$ cat src/rtl/pipeline_hazard_ctrl.sv
// pipeline_hazard_ctrl
//   Front-end sequencer for a 5-stage RISC-V pipeline. It resolves load-use
//   hazards, taken branches from EX and multi-cycle instruction fetches. It
//   also drops a wrong-path fetch that returns after a branch redirect.
// Ports:
//   clk, reset           clock, async active-high reset
//   if_id_rs1/rs2        source register fields of the ID instruction
//   if_id_uses_rs2       ID instruction reads rs2
//   id_ex_mem_read/rd    EX instruction is a load / its destination register
//   ex_branch_taken      taken branch/jump resolved in EX
//   imem_ready           current fetch word is valid
//   pc_write, if_id_write, if_id_flush, id_ex_bubble   pipeline controls
//   state                0 RUN, 1 WAIT, 2 DISCARD
//   stall_cycles, flush_events   saturating performance counters
module pipeline_hazard_ctrl #(
  parameter int CNT_W = 32
) (
  input  logic             clk,
  input  logic             reset,
  input  logic [4:0]       if_id_rs1,
  input  logic [4:0]       if_id_rs2,
  input  logic             if_id_uses_rs2,
  input  logic             id_ex_mem_read,
  input  logic [4:0]       id_ex_rd,
  input  logic             ex_branch_taken,
  input  logic             imem_ready,
  output logic             pc_write,
  output logic             if_id_write,
  output logic             if_id_flush,
  output logic             id_ex_bubble,
  output logic [1:0]       state,
  output logic [CNT_W-1:0] stall_cycles,
  output logic [CNT_W-1:0] flush_events
);

  typedef enum logic [1:0] {
    RUN     = 2'd0,
    WAIT    = 2'd1,
    DISCARD = 2'd2
  } state_e;

  state_e           state_q;
  logic [CNT_W-1:0] stall_q, stall_d;
  logic [CNT_W-1:0] flush_q, flush_d;
  logic             lu, eff_ready;

  assign lu = id_ex_mem_read && (id_ex_rd != 5'd0) &&
              ((id_ex_rd == if_id_rs1) || (if_id_uses_rs2 && (id_ex_rd == if_id_rs2)));

  // A word arriving in DISCARD belongs to the abandoned path, so it is never
  // treated as a usable fetch.
  assign eff_ready = imem_ready && (state_q != DISCARD);

  always_comb begin
    pc_write     = 1'b1;
    if_id_write  = 1'b1;
    if_id_flush  = 1'b0;
    id_ex_bubble = 1'b0;
    if (reset) begin
      pc_write     = 1'b0;
      if_id_write  = 1'b0;
      if_id_flush  = 1'b1;
      id_ex_bubble = 1'b1;
    end else if (ex_branch_taken) begin
      if_id_write  = 1'b0;
      if_id_flush  = 1'b1;
      id_ex_bubble = 1'b1;
    end else if (lu) begin
      // Hold IF/ID (even if the fetch is also late) so the stalled
      // instruction survives; only EX gets a bubble.
      pc_write     = 1'b0;
      if_id_write  = 1'b0;
      id_ex_bubble = 1'b1;
    end else if (!eff_ready) begin
      pc_write     = 1'b0;
      if_id_write  = 1'b0;
      if_id_flush  = 1'b1;
    end
  end

  always_comb begin
    stall_d = stall_q;
    flush_d = flush_q;
    if (!pc_write && (stall_q != {CNT_W{1'b1}}))
      stall_d = stall_q + 1'b1;
    if (ex_branch_taken && (flush_q != {CNT_W{1'b1}}))
      flush_d = flush_q + 1'b1;
  end

  always_ff @(posedge clk or posedge reset) begin
    if (reset) begin
      state_q <= RUN;
      stall_q <= '0;
      flush_q <= '0;
    end else begin
      stall_q <= stall_d;
      flush_q <= flush_d;
      case (state_q)
        RUN: begin
          if (!imem_ready) state_q <= ex_branch_taken ? DISCARD : WAIT;
        end
        WAIT: begin
          // A branch coinciding with the returned word flushes it directly.
          if (imem_ready)           state_q <= RUN;
          else if (ex_branch_taken) state_q <= DISCARD;
        end
        DISCARD: begin
          if (imem_ready) state_q <= RUN;
        end
        default: state_q <= RUN;
      endcase
    end
  end

  assign state        = state_q;
  assign stall_cycles = stall_q;
  assign flush_events = flush_q;

endmodule

$ cat config.mk
export PLATFORM = sky130hd
export DESIGN_NAME = pipeline_hazard_ctrl
export DESIGN_NICKNAME = d
export VERILOG_FILES = /design/src/rtl/pipeline_hazard_ctrl.sv
export SDC_FILE = /design/constraint.sdc
export NUM_CORES = 1
export LEC_CHECK = 0
export CAP_MARGIN = 30
export CORE_ASPECT_RATIO = 2
export CORE_MARGIN = 3
export CORE_UTILIZATION = 48
export DETAILED_ROUTE_END_ITERATION = 10
export PLACE_DENSITY_LB_ADDON = 0.15
export SLEW_MARGIN = 20
export SYNTH_ARGS = -nofsm -noshare
export SYNTH_HDL_FRONTEND = slang
export SYNTH_SLANG_ARGS = --single-unit
$ cat constraint.sdc
create_clock -name clk -period 2.65 [get_ports clk]
set_clock_uncertainty 0.05 [all_clocks]
set_input_delay 0.6625 -clock clk [delete_from_list [all_inputs] [get_ports clk]]
set_output_delay 0.6625 -clock clk [all_outputs]
set_load 0.1 [all_outputs]
==> impl_metrics.json, run 1 <==
{
  "clockRootBuffer": "clkbuf_16",
  "cts_hold_buf": 0,
  "grt.total_usage_pct": 21.8,
  "finalSetupViolCount": 4,
  "grt_pass1_wl_um": 13600,
  "critPathLaunchType": "input port",
  "numClockSinks": 66,
  "grt_max_degree": 27,
  "vias_per_cell": 5.49,
  "die_w_um": 65.2,
  "clock_latency_ns": 0.32,
  "ys_async_sr_fraction_pct": 100,
  "syn_inst": 309,
  "synth_area_per_cell_um2": 10.9,
  "gp_congestion": 0.860,
  "synth_top_cell_by_area": "dfrtp_1",
  "num_rows": 42,
  "fmax_mhz": 344,
  "grt_pass1_vias": 2857,
  "fp.dieH_um": 124,
  "port_buffers": 90,
  "antenna_found_initial": 0,
  "drive_gt1_share_pct": 33.4,
  "place_area_um2": 4430,
  "violations": "setup timing",
  "route.detailed.drc": 0,
  "cts.clk_slew.worst_paths_ns": 0.05,
  "synth_ff_type": "dfrtp_1",
  "start_util_pct": 50.0,
  "p_leak_nw": 2.21,
  "hold_viol": 0,
  "vias": 2868,
  "synth_common_cells": "66 x dfrtp_1, 54 x xnor2_1, 29 x nand3_1",
  "timing.final.ws_setup_ns": -0.259,
  "fin_tns_setup_ns": -0.845,
  "grt_overflow_total": 0,
  "worstPathArrival_ns": 2.20,
  "utilization_pct": 70.7,
  "endpoint_kind": "primary output",
  "synth-seq-cells": 66,
  "layout.nets": 454,
  "total_power_mw": 3.72,
  "status": "finished, violations left",
  "ios": 91,
  "post-route-period-util_pct": 110,
  "cts_tree": "yes",
  "fillers": 549,
  "synth.most_common_cell": "dfrtp_1",
  "path_class": "input port to primary output",
  "yosysUniqueCellTypes": 47,
  "clk_path_buf_depth": 2,
  "cp_max_fo": 2,
  "multi_input_area_um2": 1730,
  "peakVddDrop_mv": 0.986,
  "synth_top_area_share_pct": 49.1,
  "rrSetupSlack_ns": 0.45,
  "yosys_warnings": 0,
  "synth-edff-count": 0,
  "coreArea_um2": 6730,
  "hpwl_um": 6540,
  "hp-class": "flip-flop to flip-flop",
  "syn_to_final_growth_pct": 41.5,
  "ant_nets": 0,
  "cts-buffers-inserted": 9,
  "synth_area_um2": 3360,
  "routed_wl_um": 8450,
  "postLayoutCellArea_um2": 4760,
  "maxCapViolCount": 0,
  "seqCellArea_um2": 1650,
  "powerDensity_nw_per_um2": 783,
  "cp.required_ns": 1.94,
  "dr.pass1.iters": 4,
  "wl_per_cell_um": 16.2,
  "syn_nets": 332,
  "seq_area_frac_synth_pct": 49.1,
  "fin_crit_ns": 2.91,
  "ctsHtreeMaxLevel": 3,
  "slew_violations": 0,
  "max-slew-margin-rel_pct": 64.2,
  "rsz0062_at_grt": "yes",
  "antenna_cells": 0,
  "die-area_um2": 8100,
  "synth_area_leaders": "dfrtp_1 49%, xnor2_1 14%, nand4_1 5.0%",
  "initialDrtViolationCount": 124,
  "worst_pin_slew_ns": 0.532
}
## layer usage
layer	part of all wire, %	wire length, um	global-route usage [%]	vias up
met5	0	0	0	-
li1	-	-	-	1352
met4	2.2	184	10.3	0
met1	35	2970	22.2	1415
met3	4.6	391	5.42	13
met2	58	4900	39.7	88
## through the flow
stage / setup WS [ns] / hold slack [ns] / cells
2_1_floorplan: -0.523 / 0.676 / 309
4_1_cts: -0.326 / 0.447 / 521
6_report: -0.259 / 0.442 / 522
5_1_grt: -0.315 / 0.464 / 522
3_3_place_gp: -0.631 / 0.426 / 503
3_5_place_dp: -0.653 / 0.435 / 503
## placed cells by master (no fill, tap or decap), types with 3 or more instances in the layout
master / count
clkbuf_1: 3
and4_1: 7
dlygate4sd2_1: 6
nor3_1: 4
xor2_1: 13
dfrtp_1: 64
xnor2_1: 54
xor2_2: 3
and2_1: 4
clkbuf_2: 3
buf_12: 7
nand4_1: 27
clkdlybuf4s50_1: 5
nor2_1: 10
nand3_1: 29
a21oi_1: 7
clkbuf_16: 9
buf_6: 5
and3_1: 13
buf_4: 87
nand2_1: 22
## kinds of logic (layout without fill, tap and decap cells)
family                     after synthesis  in the layout  synth area share [%]
DFF                                     66             66                  49.1
buffers and inverters                    8            133                  1.41
and+or+nand+nor                        140            140                  24.8
adders and majority gates                2              2                 0.744
AOI/OAI and AO/OA                       20             20                  4.69
muxes                                    3              3                 0.968
xor gates and xnor gates                70             70                  18.2
## power by group
| group | switching, mW | total (mW) | internal, mW |
|---|---|---|---|
| logic | 1.05 | 1.40 | 0.351 |
| clock network | 0.378 | 1.05 | 0.673 |
| registers | 0.158 | 1.28 | 1.12 |
| total | 1.58 | 3.72 | 2.14 |
## cell type report
| class | count | area share [%] |
|---|---|---|
| well taps | 88 | 2.31 |
| multi-input cells | 235 | 36.3 |
| flip-flops and latches | 66 | 34.8 |
| inverters | 3 | 0.237 |
| clock buffers | 14 | 5.55 |
| repair buffers | 116 | 20.9 |
## worst paths after layout
kind / depth (start not counted) / startpoint / end
max: 7 / id_ex_rd[2] / if_id_write
min: 1 / stall_cycles[20] / stall_cycles[20]
max reg2reg: 8 / stall_cycles[0] / stall_cycles[7]
min reg2reg: 1 / stall_cycles[20] / stall_cycles[20]
max in group asynchronous: 4 / reset / state[0]
min in group asynchronous: 3 / reset / stall_cycles[31]
## worst max-delay path, stage by stage
cell and delay, ns:
buf_6 0.09, or4_4 0.55, o21ai_4 0.15, nor2_2 0.06, or3_4 0.36, nor2_4 0.15, buf_12 0.18
## sequential cells by signal, indices dropped and copies added (netlist names)
name,cells
state,2
stall_cycles,32
flush_events,32
## repair_timing
| action | CTS | global route |
|---|---|---|
| setup endpoints to repair | 4 | 4 |
| buffers inserted | 4 | 2 |
| pin swaps | 19 | 10 |
| gates resized for setup | 43 | 11 |
| cloned | 0 | 0 |
No activity file was read; power rests on OpenSTA's default activity.
==> run 2, diff against run 1 <==
ABC_AREA = 0   (was not set)
SETUP_SLACK_MARGIN = 0.5   (was not set)
==> run 2 against run 1 <==
Compared with the run above: the run still ends with setup timing left; via count is 3.7% higher; global-route usage is 2.1 points higher; clock power is 10% higher; flip-flop and latch count stayed put; worst setup slack better by 0.013 ns; first-iteration DRC count is 45% higher; power is 7.3% higher; critical path depth is 1 higher; maximum frequency is 0.44% higher; count of clock-buffer cells in the layout is 4 lower; core utilization is 7.7 points higher; highest routed layer unchanged.
==> impl_metrics.json, run 2 (synthesized netlist as in run 1, its figures left out) <==
{
  "powerDensity_nw_per_um2": 757,
  "dr.pass1.iters": 5,
  "finalSetupViolCount": 4,
  "final_common_cell": "buf_4",
  "timing.final.ws_setup_ns": -0.247,
  "fin_crit_ns": 2.90,
  "met2_usage_pct": 42.6,
  "die-area_um2": 8100,
  "antenna_cells": 0,
  "vias": 2974,
  "fmax_mhz": 345,
  "min_path_cells": 1,
  "fillers": 449,
  "ant_nets": 0,
  "clk_path_buf_depth": 2,
  "fp.dieH_um": 124,
  "hp-class": "flip-flop to flip-flop",
  "ios": 91,
  "reg2reg_depth": 10,
  "cts.clk_slew.worst_paths_ns": 0.05,
  "cp.required_ns": 1.94,
  "routed_wl_um": 9490,
  "syn_to_final_growth_pct": 57.0,
  "peakVddDrop_mv": 1.34,
  "maxCapViolCount": 0,
  "endpoint_kind": "primary output",
  "port_buffers": 90,
  "grt.total_usage_pct": 23.9,
  "worstHoldStart": "state[1]",
  "ctsHtreeMaxLevel": 3,
  "grt_pass1_vias": 3035,
  "grt_max_degree": 38,
  "slew_violations": 0,
  "final_cell_mix": "82 x buf_4, 62 x dfrtp_2, 42 x xnor2_1",
  "vias_per_cell": 5.58,
  "place_inst": 502,
  "num_rows": 42,
  "reg2reg_to": "stall_cycles[19]",
  "wl_per_cell_um": 17.8,
  "route.detailed.drc": 0,
  "path_class": "input port to primary output",
  "clock_latency_ns": 0.34,
  "grt_pass1_wl_um": 14900,
  "holdPathEnd": "state[0]",
  "hold_viol": 0,
  "worstPathArrival_ns": 2.18,
  "grt_overflow_total": 0,
  "hpwl_um": 6420,
  "clockRootBuffer": "clkbuf_16",
  "status": "finished, violations left",
  "worst_pin_slew_ns": 0.784,
  "p_leak_nw": 2.34,
  "use_met3_pct": 5.32,
  "rsz0062_at_grt": "yes",
  "post-route-period-util_pct": 109,
  "rrSetupSlack_ns": 0.34,
  "dp_slack_ns": -0.603,
  "cts-buffers-inserted": 9,
  "numClockSinks": 66,
  "violations": "setup timing",
  "crit-reg2reg-launch": "stall_cycles[1]",
  "max-slew-margin-rel_pct": 47.5,
  "cts_hold_buf": 0,
  "initialDrtViolationCount": 180,
  "start_util_pct": 50.0,
  "drive_gt1_share_pct": 56.4,
  "cts_tree": "yes",
  "gp_congestion": 0.843,
  "gr-max-usage-layer": "met2",
  "cp_max_fo": 3,
  "instances_no_fill": 533,
  "grtUsageMet1_pct": 24.7,
  "die_w_um": 65.2,
  "coreArea_um2": 6730,
  "layout.nets": 463,
  "critPathLaunchType": "input port",
  "antenna_found_initial": 0
}
## run 2: cell type report
type / instances / area, um2 / share of cell area, %
inverters: 3 / 15.0 / 0.285
multi-input cells: 235 / 2020 / 38.3
clock inverters: 6 / 57.6 / 1.09
clock buffers: 10 / 229 / 4.34
flip-flops and latches: 66 / 1730 / 32.8
well taps: 88 / 110 / 2.09
repair buffers: 125 / 1110 / 21.1
## run 2: critical path, stage by stage
cell	delay, ns
buf_8	0.10
xor2_2	0.17
nor4_2	0.29
a32oi_2	0.17
buf_4	0.16
buf_6	0.11
o31a_4	0.34
buf_12	0.17
## run 2: per-stage QoR
step | area (um2) | util, % | power [mW] | setup TNS, ns | hold WS [ns]
after floorplan | 3580 | - | 2.38 | -0.547 | 0.672
after CTS | 5040 | 75.0 | 3.94 | -0.871 | 0.413
after global routing | 5280 | 78.4 | 4.13 | -1.02 | 0.426
final | 5280 | 78.4 | 3.99 | -0.776 | 0.411
after detailed placement | 4590 | 68.2 | 2.74 | -4.71 | 0.404
after global placement | 4590 | 68.2 | 2.72 | -3.77 | 0.399
## run 2: how the worst max path moves through the flow
stage / cells past startpoint / slack, ns / endpoint / from
after detailed placement: 7 / -0.60 / if_id_write / id_ex_rd[1]
after global placement: 7 / -0.59 / if_id_write / id_ex_rd[1]
after floorplan: 5 / -0.52 / if_id_write / id_ex_rd[1]
after CTS: 7 / -0.29 / if_id_write / id_ex_rd[2]
final: 8 / -0.25 / pc_write / id_ex_rd[3]
after global routing: 8 / -0.31 / pc_write / id_ex_rd[3]
## run 2: where the power goes
part / leakage (nW) / switching (mW) / internal [mW]
sequential: 0.800 / 0.180 / 1.14
combinational: 1.40 / 1.09 / 0.432
clock: 0.142 / 0.436 / 0.721
total: 2.34 / 1.71 / 2.29
## run 2: what timing repair did
item	CTS	global route
gates cloned	2	0
resized for setup	59	42
pin swaps	26	26
setup buffers	8	5
endpoints found under the setup margin	36	43
## run 2: layer usage
layer	vias to the layer above	part of all wire [%]
li1	1372	-
met3	22	4.2
met2	103	57
met4	0	3.6
met5	-	0
met1	1477	35
